--- src/rtl/random_range_gen.sv ---
// Fibonacci LFSR with seeding and a valid/ready port that returns a uniform
// value in [0, limit) using masked rejection sampling with a bounded retry count.
module random_range_gen #(
  parameter int unsigned      WIDTH     = 8,
  parameter logic [WIDTH-1:0] TAPS      = 8'hB8,
  parameter logic [WIDTH-1:0] SEED      = 8'h01,
  parameter int unsigned      OUT_W     = 5,
  parameter int unsigned      MAX_TRIES = 8
) (
  input  logic             clk,
  input  logic             rst,
  input  logic             step,
  input  logic             seed_load,
  input  logic [WIDTH-1:0] seed_in,
  input  logic             req_valid,
  output logic             req_ready,
  input  logic [OUT_W-1:0] req_limit,
  output logic             rsp_valid,
  input  logic             rsp_ready,
  output logic [OUT_W-1:0] rsp_value,
  output logic             rsp_fallback,
  output logic [WIDTH-1:0] lfsr_state
);

  localparam int unsigned      TRY_W    = $clog2(MAX_TRIES + 1);
  localparam logic [TRY_W-1:0] LAST_TRY = TRY_W'(MAX_TRIES - 1);

  typedef enum logic [1:0] {
    IDLE   = 2'd0,
    SAMPLE = 2'd1,
    RESP   = 2'd2
  } state_e;

  // lim-1 smeared right gives all ones up to its MSB; lim=0 wraps to all ones.
  function automatic logic [OUT_W-1:0] range_mask(input logic [OUT_W-1:0] lim);
    logic [OUT_W-1:0] m;
    m = lim - {{(OUT_W-1){1'b0}}, 1'b1};
    for (int i = 1; i < OUT_W; i++) begin
      m = m | (m >> i);
    end
    return m;
  endfunction

  state_e           state_r, state_nxt_s;
  logic [WIDTH-1:0] lfsr_r, lfsr_nxt_s;
  logic [OUT_W-1:0] lim_r, lim_nxt_s;
  logic [TRY_W-1:0] tries_r, tries_nxt_s;
  logic [OUT_W-1:0] value_r, value_nxt_s;
  logic             fallback_r, fallback_nxt_s;
  logic [OUT_W-1:0] cand_s;
  logic             accept_s;

  assign cand_s   = lfsr_r[OUT_W-1:0] & range_mask(lim_r);
  assign accept_s = (lim_r == {OUT_W{1'b0}}) || (cand_s < lim_r);

  // LFSR next state: seed load wins over a (single) advance
  always_comb begin
    lfsr_nxt_s = lfsr_r;
    if (seed_load) begin
      lfsr_nxt_s = (seed_in == {WIDTH{1'b0}}) ? SEED : seed_in;
    end else if (step || (state_r == SAMPLE)) begin
      lfsr_nxt_s = {lfsr_r[WIDTH-2:0], ^(lfsr_r & TAPS)};
    end else begin
      lfsr_nxt_s = lfsr_r;
    end
  end

  // Request FSM next state and response data
  always_comb begin
    state_nxt_s    = state_r;
    lim_nxt_s      = lim_r;
    tries_nxt_s    = tries_r;
    value_nxt_s    = value_r;
    fallback_nxt_s = fallback_r;
    case (state_r)
      IDLE: begin
        if (req_valid) begin
          lim_nxt_s   = req_limit;
          tries_nxt_s = {TRY_W{1'b0}};
          state_nxt_s = SAMPLE;
        end else begin
          state_nxt_s = IDLE;
        end
      end
      SAMPLE: begin
        if (accept_s) begin
          value_nxt_s    = cand_s;
          fallback_nxt_s = 1'b0;
          state_nxt_s    = RESP;
        end else if (tries_r == LAST_TRY) begin
          value_nxt_s    = {OUT_W{1'b0}};
          fallback_nxt_s = 1'b1;
          state_nxt_s    = RESP;
        end else begin
          tries_nxt_s = tries_r + {{(TRY_W-1){1'b0}}, 1'b1};
          state_nxt_s = SAMPLE;
        end
      end
      RESP: begin
        if (rsp_ready) begin
          state_nxt_s = IDLE;
        end else begin
          state_nxt_s = RESP;
        end
      end
      default: begin
        state_nxt_s = IDLE;
      end
    endcase
  end

  // State registers; reset aborts any request in flight
  always_ff @(posedge clk or posedge rst) begin
    if (rst) begin
      state_r    <= IDLE;
      lfsr_r     <= SEED;
      lim_r      <= {OUT_W{1'b0}};
      tries_r    <= {TRY_W{1'b0}};
      value_r    <= {OUT_W{1'b0}};
      fallback_r <= 1'b0;
    end else begin
      state_r    <= state_nxt_s;
      lfsr_r     <= lfsr_nxt_s;
      lim_r      <= lim_nxt_s;
      tries_r    <= tries_nxt_s;
      value_r    <= value_nxt_s;
      fallback_r <= fallback_nxt_s;
    end
  end

  assign req_ready    = (state_r == IDLE);
  assign rsp_valid    = (state_r == RESP);
  assign rsp_value    = value_r;
  assign rsp_fallback = fallback_r;
  assign lfsr_state   = lfsr_r;

endmodule

--- config.mk ---
export PLATFORM = sky130hd
export DESIGN_NAME = random_range_gen
export DESIGN_NICKNAME = d
export VERILOG_FILES = /design/src/rtl/random_range_gen.sv
export SDC_FILE = /design/constraint.sdc
export NUM_CORES = 1
export LEC_CHECK = 0
export ABC_AREA = 1
export CORE_MARGIN = 3
export CORE_UTILIZATION = 45
export CTS_CLUSTER_SIZE = 25
export DETAILED_ROUTE_END_ITERATION = 8
export GPL_TIMING_DRIVEN = 0
export PLACE_DENSITY = 0.79
export SYNTH_ARGS = -nofsm -noshare
export SYNTH_HDL_FRONTEND = slang
export SYNTH_SLANG_ARGS = --single-unit
--- constraint.sdc ---
create_clock -name clk -period 3.8 [get_ports clk]
set_input_delay 0.76 -clock clk [delete_from_list [all_inputs] [get_ports clk]]
set_output_delay 0.76 -clock clk [all_outputs]
set_load 0.02 [all_outputs]
==> results.md, run 1 <==
* WHS Path Cells at 2
* Min cycle time layout at between 2000 and 3000 ps
* First-pass GRT wire length at 5240 um
* CTS Buf Count at 3
* H-tree lvl count at 1
* Post-DP HPWL at around 2400 um
* Hold_sp: rsp_value[4]
* Initial DRC Count at 46
* Clk slew on worst S/H paths at ~130 ps
* CP Max Fanout at 10
* # hold bufs at CTS at 0
* Clock insertion delay at the later pin of the skew report at between 300 and 400 ps
* Placed Area at around 1800 um^2
* Die Y at 62.4 um
* Routing usage on met1 at around 22%
* Hold Crit Class: register to register
* I/O Buffers at 33
* Pwr Density at about 700 nW/um^2
* Longest Clk Path Bufs at 2
* Least-Margin Pin Slew at 919 ps
* Fin area at approximately 1800 um^2
* Worst path top cell family by delay: simple AND/OR/NAND/NOR gates
* Io pins at 35
* TritonRoute pass-1 iters at 4
* Sequential share of the synthesized area at a little over two fifths
* WL/cell at ~12 um
* Synth area leader: dfrtp_1
* Worst Setup End Kind: register
* Die Area at 3890 um^2
* Post-Syn Area per Cell at approximately 7.8 um^2
* Vias in the first global route at around 1200
* Share of the synthesized area in the top cell type at a little over two fifths
* Worst r2r src: lim_r[0]
* Setup_tns at 0 ps
* Diode count at 0
* Crit path arrival time at about 3000 ps
* Most area-consuming cells after synthesis: dfrtp_1 42%, nand2_1 11%, ha_1 6.1%
* Startpoint types: register
* DP Cell Count at between 200 and 300
* Cts repair resizes at 0
* Largest net degree at the start of global routing at 26
* Mapped cell area at 1430 um^2
* Crit path largest cell delay at 420 ps
* GRT Resource Usage Total at roughly 17%
* Final wirelength at 3060 um
* Setup Fix Bufs, Post-CTS at 0
* Slew Limit Fails at 0
* Outcome: finished clean
* Layout area overhead at 28.6%
* Most common cell after layout, fill and taps aside: nand2_1
* Synthesized net count at 209
* TritonCTS clock tree: done
* Slowest cell on crit path: dfrtp_1
* Layout Cells excl Fill at around 260
* Hold Violations, Final at 0
* RD Place Congestion at about 0.81
* Starting Density at roughly half
* Number of fillers in the final layout at around 280
* Met2 usage at 25.9%
* Mapped Cells at 183
* Synthesis-stage register bit count at 25
* Worst Skew at around 2.6 ps
* CTS sink count at 25
* Max-Cap Viols at 0
* WP depth at 19
* Share of cells above drive strength 1 at under 10%
* DRC at 0
* Worst r2r path cells at 19
* Clock Tree Root: clkbuf_4
* Grt met3 use at under 10%
* Core box area at between 2000 and 3000 um^2
* RSZ-0062 raised after global routing: no
* Vias post-DR at between 1000 and 1500
* CP cell instances: inv_1 -> ha_1 -> nand3_1 -> nand2_2 -> nand2_1 -> inv_2 -> nand2_1 -> nand2_1 -> inv_1 -> ha_1 -> a21oi_1 -> nor2_1 -> a211oi_1 -> nand2_2 -> nand3_2 -> nand2_2 -> buf_6 -> nand2_1 -> o21ai_1
* Die X-Extent at around 62 um
* Highest clock rate at about 0.37 GHz
* Kind of critical path: register to register
* Most frequent cells in the layout: 42 x nand2_1, 33 x clkdlybuf4s50_1, 24 x dfrtp_1
* Leak at ~0.00088 uW
* Count of different cell masters after synthesis at 30
* Buf+Inv Stages, Crit Path at 4
* Max VDD drop at 0.396 mV
* Via density at 4.92
* Rows at 19
* Detail Route Antenna Nets at 0
* Initial antenna violation count at 0
* Nets at 247
* Tcrit/Tclk final at 71.8%
* Gr busiest metal: met2
* Critical path's most frequent cell: nand2_1
* CP Data Required Time at approximately 4000 ps
* Remaining Overflow, GRT at 0
* Final Setup Violations at 0
* CP startpoint: lim_r[0]
* Yosys warns at 0
* Worst slew margin at 38.7%
power breakdown:
group	internal [uW]	total (uW)	switching [uW]
Clock	41.2	119	77.4
Combinational	291	702	411
Sequential	367	445	78.9
Total	699	1270	567
cells in the mapped netlist, drive strengths merged:
cell,count
o311ai,1
inv,23
nand4,2
xor2,2
dfrtp,24
a31oi,1
xnor2,3
nor3,1
nand2,46
a211oi,1
o211ai,3
a21oi,6
o31ai,1
clkbuf,3
or2,2
o21a,1
dfstp,1
nor3b,1
buf,2
nand3,15
ha,7
nor2,21
o21ai,16
final timing paths:
| path | to | slack, ps |
|---|---|---|
| worst max-delay path | rsp_value[1] | 1070 |
| worst min-delay path | rsp_value[4] | 480 |
| worst max register to register | rsp_value[1] | 1070 |
| worst min register to register | rsp_value[4] | 480 |
| max in group asynchronous | lim_r[4] | 2310 |
| min in group asynchronous | lfsr_state[6] | 930 |
logic make-up (layout without fill, tap and decap cells):
group | Yosys count | in the layout | share of synthesized area, %
buffers and inverters | 28 | 65 | 7.96
DFF | 25 | 25 | 43.8
adders and majority gates | 7 | 7 | 6.12
and+or+nand+nor | 88 | 88 | 26.9
AOI/OAI and AO/OA | 30 | 30 | 12.2
xor gates and xnor gates | 5 | 5 | 3.06
registers in the layout, indices dropped and copies added, names as in the netlist:
| register | count |
|---|---|
| rsp_fallback | 1 |
| lfsr_state | 8 |
| lim_r | 5 |
| state_r | 2 |
| rsp_value | 5 |
| tries_r | 4 |
layout make-up:
| cell class | instances | area [um^2] | area share, % |
|---|---|---|---|
| multi-input cells | 130 | 689 | 37.5 |
| flip-flops and latches | 25 | 627 | 34.1 |
| repair buffers | 33 | 330 | 18.0 |
| inverters | 23 | 86.3 | 4.69 |
| well taps | 42 | 52.6 | 2.86 |
| plain buffers | 5 | 27.5 | 1.50 |
| clock buffers | 4 | 26.3 | 1.43 |
routing by layer:
metal	vias to the layer above	routed length [um]
li1	672	-
met1	581	1490
met2	31	1380
met3	4	142
met4	0	44
met5	-	0
worst register-to-register path, stage by stage, from the launching register on:
cell and delay [ps]:
dfrtp_1 420, inv_1 120, ha_1 240, nand3_1 110, nand2_2 100, nand2_1 70, inv_2 50, nand2_1 60
nand2_1 110, inv_1 60, ha_1 290, a21oi_1 180, nor2_1 60, a211oi_1 230, nand2_2 120, nand3_2 70
nand2_2 70, buf_6 150, nand2_1 60, o21ai_1 60
metrics by stage:
step / power (uW) / hold slack, ps / worst slack, ps / utilization (%)
floorplan: 908 / 489 / 1420 / -
global placement: 1140 / 455 / 1160 / 62.5
detailed placement: 1160 / 460 / 1110 / 62.5
CTS: 1280 / 492 / 1070 / 63.4
global route: 1380 / 519 / 770 / 63.4
finish: 1270 / 484 / 1070 / 63.4
(Power assumes the default switching activity.)
==> inputs of run 2 (changes only) <==
--- a/config.mk
+++ b/config.mk
@@ -7,11 +7,11 @@
 export LEC_CHECK = 0
 export ABC_AREA = 1
 export CORE_MARGIN = 3
-export CORE_UTILIZATION = 45
+export CORE_UTILIZATION = 44
 export CTS_CLUSTER_SIZE = 25
 export DETAILED_ROUTE_END_ITERATION = 8
 export GPL_TIMING_DRIVEN = 0
-export PLACE_DENSITY = 0.79
+export PLACE_DENSITY = 0.8
 export SYNTH_ARGS = -nofsm -noshare
 export SYNTH_HDL_FRONTEND = slang
 export SYNTH_SLANG_ARGS = --single-unit
==> constraint.sdc (replaced) <==
create_clock -name clk -period 2.4 [get_ports clk]
set_input_delay 0.48 -clock clk [delete_from_list [all_inputs] [get_ports clk]]
set_output_delay 0.48 -clock clk [all_outputs]
set_load 0.02 [all_outputs]
==> run 2 against run 1 <==
The run now ends with negative setup slack left. Die area is 2.0% higher. Sequential share of layout area is 2.6 points lower. Sequential power is 61% higher. First-iteration DRC count is 8.7% higher. Cell count is 3.1% higher. Core utilization is 1.2 points higher. Combinational power is 94% higher. Critical path depth stayed put. Largest cell class unchanged.
==> results.md, run 2 (same netlist as run 1, synthesis figures left out) <==
* CP Data Required Time at ~2600 ps
* Buf+Inv Stages, Crit Path at 4
* Net Sw Power at just over 1000 uW
* Min cycle time layout at about 2400 ps
* Clock power share at between 8 and 9%
* Slew Limit Fails at 0
* CP Max Fanout at 5
* Core box area at 3080 um^2
* Area of the multi-input gates at approximately 790 um^2
* Worst path top cell family by delay: simple AND/OR/NAND/NOR gates
* Max-Cap Viols at 0
* CP startpoint: lim_r[1]
* Detail Route Antenna Nets at 0
* Highest clock rate at 0.413 GHz
* # hold bufs at CTS at 0
* Hold_ws at around 500 ps
* Die Y at 63.0 um
* Diode count at 0
* Most common cell after layout, fill and taps aside: clkdlybuf4s50_1
* DP Cell Count at 260
* Layout Cells excl Fill at 270
* WL/cell at between 10 and 15 um
* Comb power frac at about 60%
* Final wirelength at 3240 um
* Post-DP HPWL at about 2400 um
* CP cell instances: inv_2 -> ha_4 -> nand3_2 -> nand2_2 -> nand2_2 -> inv_2 -> nand2_2 -> o21ai_2 -> inv_1 -> ha_2 -> a21oi_2 -> nor2_2 -> a211oi_2 -> nand2_2 -> nand3_2 -> nand2_4 -> buf_6 -> nand2_2 -> o21ai_2
* Clock Tree Root: clkbuf_4
* Max VDD drop at 0.576 mV
* Pwr Density at 1140 nW/um^2
* Vias post-DR at roughly 1300
* Setup ws final at -23.7 ps
* I/O Buffers at 33
* Longest Clk Path Bufs at 2
* RSZ-0062 raised after global routing: yes
* Critical path's most frequent cell: nand2_2
* Remaining Overflow, GRT at 0
* Nets at ~250
* Clk slew on worst S/H paths at 140 ps
* Outcome: finished, violations left
* Vias in the first global route at about 1300
* Leak at 0.000918 uW
* Number of fillers in the final layout at 258
* Reg-to-reg slack, setup at -20 ps
* TritonCTS clock tree: done
* Crit path arrival time at 2650 ps
* Final Setup Violations at 7
* Largest net degree at the start of global routing at 26
* TritonRoute pass-1 iters at 4
* Cell Int Power at between 1000 and 1500 uW
* Initial antenna violation count at 0
* Least-Margin Pin Slew at around 920 ps
* Clock insertion delay at the later pin of the skew report at around 320 ps
* Layout area overhead at 39.1%
* DRC at 0
* CTS Buf Count at 3
* Tcrit/Tclk final at 101%
* Hold_sp: rsp_value[3]
* Hold Crit Class: register to register
* RD Place Congestion at 0.817
* Crit path largest cell delay at 420 ps
* Die Area at 3970 um^2
* Initial DRC Count at 50
* Worst r2r src: lim_r[1]
* Register area at between 600 and 700 um^2
* First-pass GRT wire length at around 5500 um
* Startpoint types: register
* Slowest cell on crit path: dfrtp_1
* Rows at 20
* Io pins at 35
* Share of cells above drive strength 1 at 21.7%
* GRT Resource Usage Total at 17.2%
* H-tree lvl count at 1
* Sw Ratio at roughly 45%
* Die X-Extent at 63.0 um
* Most frequent cells in the layout: 33 x clkdlybuf4s50_1, 31 x nand2_1, 24 x dfrtp_1
* Kind of critical path: register to register
* Sequential Power Share at between 30% and 40%
* Starting Density at between 40 and 50%
* Worst slew margin at ~39%
* Worst Skew at about 7.3 ps
* Hold Violations, Final at 0
* Max FFs per register at 8
* Failing checks: negative setup slack
* Worst Setup End Kind: register
* CTS sink count at 25
* Via density at a little under 5
[run 2: layout make-up]
class | instances | area share [%]
plain buffers | 5 | 1.38
clock buffers | 4 | 1.32
inverters | 23 | 4.34
multi-input cells | 130 | 39.6
flip-flops and latches | 25 | 31.5
well taps | 44 | 2.77
repair buffers | 39 | 19.1
[run 2: stage by stage]
stage               area [um^2]  total power, uW  TNS, ps  setup slack, ps  util [%]
floorplan                  1430             1440        0             22.1         -
global placement           1820             1800    -1880             -201      59.0
detailed placement         1820             1830    -2430             -241      59.0
CTS                        1900             2130    -34.6            -13.3      61.7
global route               1990             2470    -2220             -225      64.6
finish                     1990             2270    -99.0            -23.7      64.6
[run 2: per-layer routing]
layer / wire (um) / global-route usage (%) / vias to the layer above
li1: - / - / 681
met1: 1500 / 22.7 / 622
met2: 1570 / 28.5 / 25
met3: 121 / 2.88 / 5
met4: 46 / 5.51 / 0
met5: 0 / 0 / -
[run 2: repair_timing]
| item | 4_1_cts | 5_1_grt |
|---|---|---|
| setup endpoints to repair | 12 | 12 |
| pin swaps | 2 | 12 |
| hold endpoints to repair | 0 | 0 |
| resized for setup | 9 | 20 |
| cloned | 1 | 0 |
| setup buffers | 3 | 2 |
[run 2: path summary, 6_finish.rpt]
check / cells after the start / endpoint
max: 19 / rsp_value[0]
min: 2 / rsp_value[3]
max reg2reg: 19 / rsp_value[0]
min reg2reg: 2 / rsp_value[3]
max in group asynchronous: 2 / rsp_value[2]
min in group asynchronous: 2 / tries_r[2]
[run 2: worst min-delay path, delay by kind of cell, from the launching register on]
kind	cells	cell delay (ps)
flip-flops	1	380
AND/OR/NAND/NOR	2	100
[run 2: power groups by stage]
stage	Sequential (uW)	Clock (uW)	Combinational (uW)
floorplan	791	0	646
global placement	707	0	1090
detailed placement	713	0	1120
CTS	706	193	1230
global route	740	212	1520
finish	715	190	1360
==> inputs of run 3 (changes only) <==
--- a/config.mk
+++ b/config.mk
@@ -6,12 +6,14 @@
 export NUM_CORES = 1
 export LEC_CHECK = 0
 export ABC_AREA = 1
+export CELL_PAD_IN_SITES_DETAIL_PLACEMENT = 0
+export CELL_PAD_IN_SITES_GLOBAL_PLACEMENT = 1
 export CORE_MARGIN = 3
-export CORE_UTILIZATION = 44
+export CORE_UTILIZATION = 32
 export CTS_CLUSTER_SIZE = 25
 export DETAILED_ROUTE_END_ITERATION = 8
 export GPL_TIMING_DRIVEN = 0
-export PLACE_DENSITY = 0.8
+export PLACE_DENSITY = 0.81
 export SYNTH_ARGS = -nofsm -noshare
 export SYNTH_HDL_FRONTEND = slang
 export SYNTH_SLANG_ARGS = --single-unit
==> run 3 against run 2 <==
Total power increased by 4.3%. The flow now finishes without violations. Die area increased by 34%. Cell count increased by 3.7%. First-iteration DRC count increased by 72%. Largest power group unchanged. Flip-flop and latch count unchanged. Highest routed layer unchanged. Hold slack got worse by 7.0 ps. Clock power increased by 37%. Global-route usage decreased by 2.9 points. Combinational power about the same. Maximum frequency increased by 5.6%. Worst setup slack improved by 130 ps.
==> results.md, run 3 (same netlist as run 1, synthesis figures left out) <==
* Share of cells above drive strength 1 at between 20 and 25%
* Clock Tree Root: clkbuf_8
* CTS sink count at 25
* Clk slew on worst S/H paths at roughly 90 ps
* Hold Violations, Final at 0
* Remaining Overflow, GRT at 0
* Diode count at 0
* Startpoint types: register
* Min-Delay Endpoint: rsp_value[3]
* RD Place Congestion at 0.761
* Setup_tns at 0 ps
* DRC at 0
* Io pins at 35
* WHS Path Cells at 2
* # hold bufs at CTS at 0
* Slew Limit Fails at 0
* Fin util at roughly half
* Hold_ws at slightly below 500 ps
* Crit path arrival time at ~2500 ps
* Rows at 23
* CTS Buf Count at 3
* Final wirelength at about 3400 um
* Clock insertion delay at the later pin of the skew report at about 270 ps
* Max FFs per register at 8
* TritonRoute pass-1 iters at 4
* First-pass GRT wire length at a little under 6000 um
* Die Y at about 73 um
* Worst r2r src: lim_r[1]
* Max VDD drop at around 0.63 mV
* Most frequent cells in the layout: 36 x nand2_1, 33 x clkdlybuf4s50_1, 23 x dfrtp_1
* Leak at roughly 0.00094 uW
* Least-Margin Pin Slew at ~940 ps
* Initial DRC Count at 86
* Worst Setup End Kind: register
* Most common cell after layout, fill and taps aside: nand2_1
* Max-Cap Viols at 0
* Hold_sp: rsp_value[3]
* Starting Density at about a third
* Reg-to-Reg End: rsp_value[1]
* Vias in the first global route at approximately 1300
* Pwr Density at about 1200 nW/um^2
* Layout area overhead at 43.2%
* WL/cell at 12.0 um
* Post-DP HPWL at 2530 um
* Longest Clk Path Bufs at 2
* H-tree lvl count at 1
* Kind of critical path: register to register
* Detail Route Antenna Nets at 0
* Reg-to-reg slack, setup at between 100 and 150 ps
* Via density at about 4.7
* I/O Buffers at 33
* Hold Crit Class: register to register
* Worst r2r path cells at 20
* RSZ-0062 raised after global routing: yes
* Core box area at slightly above 4000 um^2
* Highest clock rate at approximately 0.44 GHz
* Largest net degree at the start of global routing at 26
* Die Area at roughly 5300 um^2
* Vias post-DR at 1324
* CP Max Fanout at 5
* Worst Skew at around 4.2 ps
* Final Setup Violations at 0
* Worst slew margin at a little under two fifths
* Die X-Extent at between 70 and 80 um
* TritonCTS clock tree: done
* Outcome: finished clean
* Min cycle time layout at 2290 ps
* GRT Resource Usage Total at approximately 14%
* Initial antenna violation count at 0
* CP Data Required Time at approximately 2600 ps
* Tcrit/Tclk final at a little over nine tenths
* Nets at between 200 and 300
## run 3: cell types whose count changed in the layout (fill, tap and decap cells not counted), moves of 2 or more
cell      delta
nand2_1      +5
nand2_2      -5
buf_4        +4
clkbuf_4     -3
clkbuf_8     +3
inv_1        -2
inv_2        +2
nor2_1       -2
## run 3: where the power goes
| part | internal (uW) | leakage, uW | switching, uW |
|---|---|---|---|
| clock network | 118 | 0.0000217 | 143 |
| logic | 621 | 0.000610 | 758 |
| registers | 583 | 0.000306 | 140 |
## run 3: critical path: stages, from the launching register on
cell and delay, ps:
dfrtp_1 400, inv_2 80, ha_4 150, nand2_1 60, nand2_1 70, nand2_2 60
nand2_2 60, inv_2 40, nand2_2 70, nand2_2 70, inv_2 60, ha_4 190
a21oi_2 140, nor2_2 60, a211oi_2 160, nand2_2 110, nand3_2 90, nand2_4 70
buf_6 140, nand2_1 50, o21ai_1 60
## run 3: worst max-delay path by stage
stage	startpoint	to	slack, ps	cells after the start
after global routing	lim_r[1]	rsp_value[1]	-110	18
after CTS	lim_r[1]	rsp_value[1]	6	19
final	lim_r[1]	rsp_value[1]	110	20
after global placement	lim_r[0]	rsp_value[1]	-240	19
after floorplan	lim_r[0]	rsp_value[1]	20	19
after detailed placement	lim_r[0]	rsp_value[1]	-260	19
## run 3: area by class of cell
type / instances / area (um^2)
Buffer: 5 / 27.5
Tap cell: 50 / 62.6
Fill cell: 409 / 2100
Multi-Input combinational cell: 130 / 786
Clock inverter: 1 / 7.51
Inverter: 23 / 86.3
Timing Repair Buffer: 43 / 409
Sequential cell: 25 / 628
Clock buffer: 3 / 41.3
## run 3: what timing repair did
item	4_1_cts	5_1_grt
cloned	1	0
resized for setup	14	15
endpoints found under the setup margin	12	12
setup buffers	8	1
pin swaps	8	8
endpoints found under the hold margin	0	0
## run 3: metal layers
metal,part of all wire (%),vias to the layer above,GRT usage (%)
li1,-,687,-
met1,48,607,18.0
met2,47,26,24.6
met3,3.4,4,2.89
met4,1.2,0,3.69
met5,0,-,0
## run 3: per-stage QoR
step | instance area, um^2 | worst slack [ps] | total power [uW] | std cells
floorplan | 1430 | 22.1 | 1440 | 183
global placement | 1820 | -238 | 1820 | 266
detailed placement | 1820 | -263 | 1840 | 266
CTS | 1990 | 6.40 | 2300 | 279
global route | 2050 | -110 | 2580 | 280
finish | 2050 | 105 | 2360 | 280
